File: src/rtl/riscv_tag_store_unit_if.sv
// Tag-memory write bus between the DIFT store unit (master) and the tag memory (slave).
// Single-beat writes: req is held until gnt; completion is signalled by rvalid.
//   req    - write request, held stable until granted
//   gnt    - request accepted by the tag memory
//   rvalid - write completed
//   addr   - 30-bit word address
//   we     - write enable (always 1 alongside req)
//   wdata  - tag to write
interface riscv_tag_store_unit_if #(
  parameter int unsigned TAG_WIDTH = 1
);
  logic                 req;
  logic                 gnt;
  logic                 rvalid;
  logic [29:0]          addr;
  logic                 we;
  logic [TAG_WIDTH-1:0] wdata;

  modport master (
    output req,
    output addr,
    output we,
    output wdata,
    input  gnt,
    input  rvalid
  );

  modport slave (
    input  req,
    input  addr,
    input  we,
    input  wdata,
    output gnt,
    output rvalid
  );
endinterface

File: src/rtl/riscv_tag_store_unit.sv
// EX-stage DIFT store unit. Computes the tag stored alongside each store from the rs1/rs2
// tags and their propagation enables, then writes it to tag memory through a
// req/gnt/rvalid handshake, stalling EX (ready=0) while the write is outstanding.
// Optional feature macro: DIFT_TAG_CHECK_EN enables the tainted-address check, which
// suppresses the write and pulses tag_exc for one cycle.
// Ports:
//   clk, rst            - clock, synchronous active-high reset
//   valid, is_store     - EX instruction valid / is a store
//   enable_a, enable_b  - propagate rs1 / rs2 tag into the stored tag
//   tag_a, tag_b        - rs1 / rs2 tags
//   data_addr           - effective store address
//   check_addr          - trap on tainted store address
//   ready               - unit accepts a store this cycle (0 stalls EX)
//   tag_exc             - one-cycle tag exception pulse
//   mem                 - tag-memory write bus (master side)
module riscv_tag_store_unit #(
  parameter int unsigned TAG_WIDTH = 1
) (
  input  logic                  clk,
  input  logic                  rst,
  input  logic                  valid,
  input  logic                  is_store,
  input  logic                  enable_a,
  input  logic                  enable_b,
  input  logic [TAG_WIDTH-1:0]  tag_a,
  input  logic [TAG_WIDTH-1:0]  tag_b,
  input  logic [31:0]           data_addr,
  input  logic                  check_addr,
  output logic                  ready,
  output logic                  tag_exc,
  riscv_tag_store_unit_if.master mem
);

  typedef enum logic [1:0] {StIdle, StWaitGnt, StWaitRvalid} state_e;

  state_e               state_q;
  logic [29:0]          addr_q;
  logic [TAG_WIDTH-1:0] wdata_q;
  logic                 fire;
  logic                 violation;
  logic [TAG_WIDTH-1:0] tag_next;

  // Byte offset is irrelevant for word-granular tags.
  logic [1:0] unused_addr_lsb;
  assign unused_addr_lsb = data_addr[1:0];

  // A completing write frees the unit in the same cycle, so back-to-back stores add no bubble.
  assign ready    = (state_q == StIdle) | ((state_q == StWaitRvalid) & mem.rvalid);
  assign fire     = valid & is_store & ready;
  assign tag_next = ({TAG_WIDTH{enable_a}} & tag_a) | ({TAG_WIDTH{enable_b}} & tag_b);

`ifdef DIFT_TAG_CHECK_EN
  logic exc_q;
  assign violation = check_addr & enable_a & (|tag_a);
  assign tag_exc   = exc_q;
`else
  logic unused_check_addr;
  assign unused_check_addr = check_addr;
  assign violation         = 1'b0;
  assign tag_exc           = 1'b0;
`endif

  always_ff @(posedge clk) begin
    if (rst) begin
      state_q <= StIdle;
      addr_q  <= '0;
      wdata_q <= '0;
`ifdef DIFT_TAG_CHECK_EN
      exc_q   <= 1'b0;
`endif
    end else begin
`ifdef DIFT_TAG_CHECK_EN
      exc_q <= fire & violation;
`endif
      if (fire) begin
        addr_q  <= data_addr[31:2];
        wdata_q <= tag_next;
      end
      unique case (state_q)
        StIdle: begin
          if (fire && !violation) state_q <= StWaitGnt;
        end
        StWaitGnt: begin
          if (mem.gnt) state_q <= StWaitRvalid;
        end
        StWaitRvalid: begin
          if (mem.rvalid) state_q <= (fire && !violation) ? StWaitGnt : StIdle;
        end
        default: state_q <= StIdle;
      endcase
    end
  end

  // Request is a pure decode of registered state, so it is glitch-free and held until grant.
  assign mem.req   = (state_q == StWaitGnt);
  assign mem.we    = (state_q == StWaitGnt);
  assign mem.addr  = addr_q;
  assign mem.wdata = wdata_q;

endmodule

File: src/flat_wrapper.sv
// flat-port wrapper written by rule: the top's interface ports become plain ports
module riscv_tag_store_unit_flat 
#(
  parameter int unsigned TAG_WIDTH = 1
)
  (clk, rst, valid, is_store, enable_a, enable_b, tag_a, tag_b, data_addr, check_addr, ready, tag_exc, mem_req, mem_addr, mem_we, mem_wdata, mem_gnt, mem_rvalid);
  riscv_tag_store_unit_if #(.TAG_WIDTH(TAG_WIDTH)) mem_i ();
  input  logic clk;
  input  logic rst;
  input  logic valid;
  input  logic is_store;
  input  logic enable_a;
  input  logic enable_b;
  input  logic [TAG_WIDTH-1:0] tag_a;
  input  logic [TAG_WIDTH-1:0] tag_b;
  input  logic [31:0] data_addr;
  input  logic check_addr;
  output logic ready;
  output logic tag_exc;
  output wire logic [$bits(mem_i.req)-1:0] mem_req;
  output wire logic [$bits(mem_i.addr)-1:0] mem_addr;
  output wire logic [$bits(mem_i.we)-1:0] mem_we;
  output wire logic [$bits(mem_i.wdata)-1:0] mem_wdata;
  input wire logic [$bits(mem_i.gnt)-1:0] mem_gnt;
  input wire logic [$bits(mem_i.rvalid)-1:0] mem_rvalid;
  assign mem_req = mem_i.req;
  assign mem_addr = mem_i.addr;
  assign mem_we = mem_i.we;
  assign mem_wdata = mem_i.wdata;
  assign mem_i.gnt = mem_gnt;
  assign mem_i.rvalid = mem_rvalid;
  riscv_tag_store_unit #(.TAG_WIDTH(TAG_WIDTH)) u_core (.clk(clk), .rst(rst), .valid(valid), .is_store(is_store), .enable_a(enable_a), .enable_b(enable_b), .tag_a(tag_a), .tag_b(tag_b), .data_addr(data_addr), .check_addr(check_addr), .ready(ready), .tag_exc(tag_exc), .mem(mem_i));
endmodule
File: config.mk
export PLATFORM = sky130hd
export DESIGN_NAME = riscv_tag_store_unit_flat
export DESIGN_NICKNAME = d
export VERILOG_FILES = /design/src/rtl/riscv_tag_store_unit_if.sv /design/src/rtl/riscv_tag_store_unit.sv /design/src/flat_wrapper.sv
export SDC_FILE = /design/constraint.sdc
export NUM_CORES = 1
export LEC_CHECK = 0
export ABC_AREA = 1
export BUFFER_PORTS_ARGS = -buffer_cell sky130_fd_sc_hd__buf_4
export CAP_MARGIN = 20
export CORE_ASPECT_RATIO = 0.6
export CORE_MARGIN = 2
export CORE_UTILIZATION = 49
export CTS_BUF_LIST = sky130_fd_sc_hd__clkbuf_2
export CTS_CLUSTER_SIZE = 14
export DETAILED_ROUTE_END_ITERATION = 8
export PLACE_DENSITY = 0.86
export SETUP_SLACK_MARGIN = 0.3
export SKIP_LAST_GASP = 1
export SLEW_MARGIN = 20
export SYNTH_ARGS = -nofsm -noshare
export SYNTH_HDL_FRONTEND = slang
export SYNTH_SLANG_ARGS = --single-unit
File: constraint.sdc
create_clock -name clk -period 2.6 [get_ports clk]
set_clock_uncertainty 0.2 [all_clocks]
set_input_delay 0.13 -clock clk [delete_from_list [all_inputs] [get_ports clk]]
set_output_delay 0.13 -clock clk [all_outputs]
set_load 0.01 [all_outputs]
Yosys cells after proc, flatten, opt, wreduce, memory -nomap -nowiden --
Index checks and enable logic that the tools add are counted.
Cells by class: $add $sub $neg 0, shift operators 0, order comparisons 0, multiply operators 0, bitwise logic cells 7, mux-type cells 5, equal/unequal tests 5, reduce and logical (&&, ||, !) cells 2, div/mod/pow operators 0
Operators with widths (count):
- 2-bit 2-to-1 mux | 3
- 2-bit one-hot mux with 3 select lines | 1
- 1-bit bitwise AND | 5
- 2-bit by 1-bit != test with 1-bit output, second input constant | 2
- 3-bit AND reduction | 1
- 2-bit by 1-bit equality test with 1-bit output, second input constant | 1
- 2-bit equality test, second input constant | 1
- 2-bit logical NOT | 1
- 2-bit != test, second input constant | 1
- 1-bit bitwise OR | 2
- 1-bit 2-to-1 mux | 1
Word-level totals: bits in latches 0, RAM bits 0, bits in read-only memories 0, flip-flop bits (word level) 33, bits of input ports 43, memories 0, output and inout bits 35, logic and storage cells 22

Depth between registers and ports, before layout --
depth after elaboration 7, mapped depth 7, mapped depth without buffers 6

Least setup slack after synthesis --
OpenSTA, ideal clock, no wires.
path kind flip-flop to flip-flop, start reg u_core.state_q[1], end reg u_core.addr_q[0], in the netlist u_core.mem.addr[0], path slack 1.421 ns, buffers on the path 1, arrival time 0.865 ns, setup time 0.114 ns, required time 2.286 ns, cell stages (with the launch flop) 7, clock period less this slack 1.179 ns, path through dfxtp_1 nand2_2 nand3_4 buf_8 nand2_1 nand2_1 nor2_2
Between the ends: cells in the longest elaborated chain, start to end 4, elaborated cells on any way between the ends 5, classes of those cells eq/ne: 1; bitwise: 3; reduce/logical: 1
Ends and longest elaborated chain:
- start, declared | RTL line riscv_tag_store_unit.sv:36 | state_e state_q;
- start signal, assigned | RTL line riscv_tag_store_unit.sv:65 | state_q <= StIdle;
- start signal, assigned | RTL line riscv_tag_store_unit.sv:81 | if (fire && !violation) state_q <= StWaitGnt;
- start signal, assigned | RTL line riscv_tag_store_unit.sv:84 | if (mem.gnt) state_q <= StWaitRvalid;
- 2-bit equality test | RTL line riscv_tag_store_unit.sv:48 | assign ready = (state_q == StIdle) | ((state_q == StWaitRvalid) & mem.rvalid);
- 1-bit bitwise AND | RTL line riscv_tag_store_unit.sv:48
- 1-bit bitwise OR (*) | RTL line riscv_tag_store_unit.sv:48
- 1-bit bitwise AND (*) | RTL line riscv_tag_store_unit.sv:49 | assign fire = valid & is_store & ready;
- end signal, assigned | RTL line riscv_tag_store_unit.sv:76 | addr_q <= data_addr[31:2];
- end, declared | RTL line riscv_tag_store_unit.sv:37 | logic [29:0] addr_q;
Every way passes the cells marked *; elsewhere a longest branch is shown, timed or not. A chain may end at the register's enable or synchronous reset.

Final worst setup path --
start reg u_core.state_q[1], end reg u_core.state_q[0]
Between the ends: cells in the longest elaborated chain, start to end 7, elaborated cells on any way between the ends 13, classes of those cells eq/ne: 5; mux: 3; bitwise: 3; reduce/logical: 2
Ends and longest elaborated chain:
- 2-bit equality test | RTL line riscv_tag_store_unit.sv:48, riscv_tag_store_unit.sv:79
- 1-bit bitwise AND | RTL line riscv_tag_store_unit.sv:48
- 1-bit bitwise OR | RTL line riscv_tag_store_unit.sv:48
- 1-bit bitwise AND | RTL line riscv_tag_store_unit.sv:49
- 1-bit 2-to-1 mux | RTL line riscv_tag_store_unit.sv:87 | if (mem.rvalid) state_q <= (fire && !violation) ? StWaitGnt : StIdle;
- 2-bit 2-to-1 mux | RTL line riscv_tag_store_unit.sv:87
- 2-bit one-hot mux with 3 select lines | RTL line riscv_tag_store_unit.sv:79 | unique case (state_q)
Parallel ways exist; a longest one is shown, timed or not. The select of a mux whose other input is x is not followed.

==> flow_summary.toml <==
[floorplan]
floorplan.die.height_um = 46.25
floorplan.initialDensity_pct = 51.10
io_pins = 78
die_area_sq_um = 3441
core_region_area_sq_um = 2853
die_x_um = 74.41
placementRows = 15

[run_status]
run_status = "finished clean"

[worst_setup_path]
critPathMaxFanout = 63
worst_setup_path_start_kind = "flip-flop"
req_time_crit_path_ps = 2720
crit_arrival_ps = 2210
worst_case_register_to_register_setup_slack_ps = 500
end_kind = "flip-flop"
timing.setup.critical_path_class = "flip-flop to flip-flop"

[finish]
finish.utilization_pct = 83.25
finish.net_count = 368
antennaDiodeCount = 0
fillerInstances = 184
area_growth_syn_to_layout_pct = 62.92
final_cell_count_no_fill = 368
drive_above_1_share_pct = 28.53

[detailed_routing]
drt.antenna.violating_nets = 0
routed_wl_um = 3850
routed-via-count = 1531
top_layer = "met4"
routed-wl-met3_um = 298
routed_wire_per_std_cell_um = 10.46
drt_iter0_markers = 62
firstDrtPassIters = 5
drt-vias-per-instance = 4.160
routed_length_on_met1_um = 1647
dr_wl_met2_um = 1866
drc_errors = 0

[power]
clockPowerShare_pct = 21.7
cell_internal_pwr_uw = 768.5
pwr_density_cell_nw_per_um2 = 457.7
power.total_uw = 1087
power_frac_seq_pct = 51.8
leak_uw = 0.001318
ir_drop_v = 0.0004043
power_frac_comb_pct = 26.5
swShare_pct = 29.30
net-switching-power_uw = 318.5

[sta]
max_slew_margin_pct = 54.93
timing.fmax_ghz = 0.4768
setup_viol_count_final = 0
worst_tran_pin_value_ps = 676.1
fin_setup_tns_ps = 0
rsz0062_at_grt = "false"
finalHoldViolCount = 0
period_needed_ps = 2098
drv_slew = 0
finalCritPeriodShare_pct = 80.67

[clock_tree]
clk_pin_slew_worst_paths_ps = 160
numCtsBuffers = 5
clock_h_tree_levels = 2
cts_sinks = 33
clock_latency_ps = 360
cts.repair.resized = 0
cts.path.max_buffers = 2
tritoncts = "done"
cts_root_buffer = "sky130_fd_sc_hd__clkbuf_2"

[synth]
synth-seq-area-share_pct = 45.32
synth_area_sq_um = 1458
synth_area_per_cell_sq_um = 6.686
synth_compound_gate_area_share_pct = 1.373
unique_cell_type_count_in_the_yosys_netlist = 16
main_combinational_cell_family_by_area_after_synthesis = "simple AND/OR/NAND/NOR gates"
syn-instance-count = 218
warnings_from_yosys = 0
synth-adder-area-share_pct = 0
muxShareOfSynthArea_pct = 0
synth_xor_xnor_area_share_pct = 0
synth_fp_nets = 261
post_synth_and_or_nand_nor_area_fraction_pct = 36.82
postSynthRegisterBits = 33

[placement]
dp_cells = 323
numPortBuffers = 73
dp.final_hpwl_um = 2145
place_congestion = 0.7003

[grt]
grt_pass1_vias = 1354
grt_overflow_total = 0
grt_max_degree = 64
antenna_found_initial = 0
global_router_s_overall_resource_usage_pct = 23.13
grt_pass1_wl_um = 5816

[min_path]
tightest_hold_check_type = "primary input to flip-flop"

[flow_run]
drv.max_cap_violation_count = 0
Yosys cell counts:
master	n	area, sq um
sky130_fd_sc_hd__nand2_2	8	50.05
sky130_fd_sc_hd__a21oi_1	3	15.01
sky130_fd_sc_hd__buf_8	1	15.01
sky130_fd_sc_hd__dfxtp_1	33	660.6
sky130_fd_sc_hd__nor2_1	62	232.7
sky130_fd_sc_hd__nand3_1	1	5.000
sky130_fd_sc_hd__nor2_2	1	6.260
sky130_fd_sc_hd__buf_2	3	15.01
sky130_fd_sc_hd__inv_1	35	131.4
sky130_fd_sc_hd__buf_6	5	56.30
sky130_fd_sc_hd__o21ai_0	1	5.000
sky130_fd_sc_hd__nand2_1	60	225.2
sky130_fd_sc_hd__nand3_4	1	17.52
sky130_fd_sc_hd__inv_2	1	3.750
sky130_fd_sc_hd__conb_1	1	3.750
sky130_fd_sc_hd__buf_4	2	15.01
cell families after synthesis:
group                  Yosys count
other                            1
flip-flops                      33
AO/OA/AOI/OAI                    4
AND/OR/NAND/NOR                133
buffers and inverters           47
sequential cells by signal (all words and copies together) (netlist names):
name	cells
u_core.mem.addr	30
u_core.state_q	2
u_core.mem.wdata	1
cell usage in the layout, fill, tap and decap left out, types with 2 or more instances in the layout:
master / n
sky130_fd_sc_hd__dlygate4sd3_1: 37
sky130_fd_sc_hd__a21oi_1: 3
sky130_fd_sc_hd__dfxtp_1: 33
sky130_fd_sc_hd__buf_4: 74
sky130_fd_sc_hd__nand2_1: 60
sky130_fd_sc_hd__clkinv_2: 2
sky130_fd_sc_hd__clkbuf_2: 6
sky130_fd_sc_hd__inv_1: 35
sky130_fd_sc_hd__nor2_1: 62
sky130_fd_sc_hd__nand2_2: 8
metrics by stage:
stage / cell area [sq um] / worst slack, ps / hold slack, ps
2_1_floorplan: 1458 / 1421 / -0.9342
3_3_place_gp: 1964 / 976.6 / 97.94
3_5_place_dp: 1964 / 977.4 / 101.4
4_1_cts: 2375 / 509.5 / 305.8
5_1_grt: 2375 / 326.7 / 330.2
6_report: 2375 / 502.5 / 319.7
worst max-delay path, stage by stage (launching register included):
cell and delay [ps]:
sky130_fd_sc_hd__dfxtp_1 370, sky130_fd_sc_hd__nand2_2 110, sky130_fd_sc_hd__nand3_4 510, sky130_fd_sc_hd__a21oi_1 300
sky130_fd_sc_hd__dlygate4sd3_1 560
layout make-up:
type | instances | area, sq um | area share, %
inverter | 36 | 135.1 | 5.690
tap | 42 | 52.55 | 2.213
clock buffer | 6 | 30.03 | 1.264
timing repair buffer | 111 | 925.9 | 38.99
multi-input combinational | 138 | 560.5 | 23.60
sequential | 33 | 660.6 | 27.82
clock inverter | 2 | 10.01 | 0.4215
power groups by stage:
stage | clock (uW) | sequential, uW | combinational (uW)
final | 236 | 563 | 288
after global routing | 260 | 567 | 321
after CTS | 239 | 563 | 283
after detailed placement | 0 | 574 | 238
after global placement | 0 | 572 | 233
after floorplan | 0 | 590 | 115
path summary, 6_finish.rpt:
| kind | end | start | depth (start not counted) |
|---|---|---|---|
| worst max register to register | u_core.state_q[0] | u_core.state_q[1] | 4 |
| worst min register to register | u_core.mem.addr[14] | u_core.mem.addr[14] | 4 |
| worst min-delay path | u_core.mem.addr[15] | data_addr[17] | 4 |
| worst max-delay path | u_core.state_q[0] | u_core.state_q[1] | 4 |
metal layers:
layer	vias up	GRT usage, %
met5	-	0
met1	641	26.58
met3	6	8.972
met4	0	8.214
met2	54	40.00
li1	830	-
repair_timing:
action,in CTS,in global routing
hold endpoints to repair,33,0
hold buffers,37,0
endpoints found under the setup margin,0,0
buffers inserted,0,0
Note: power is estimated with default switching activity, not from simulation.
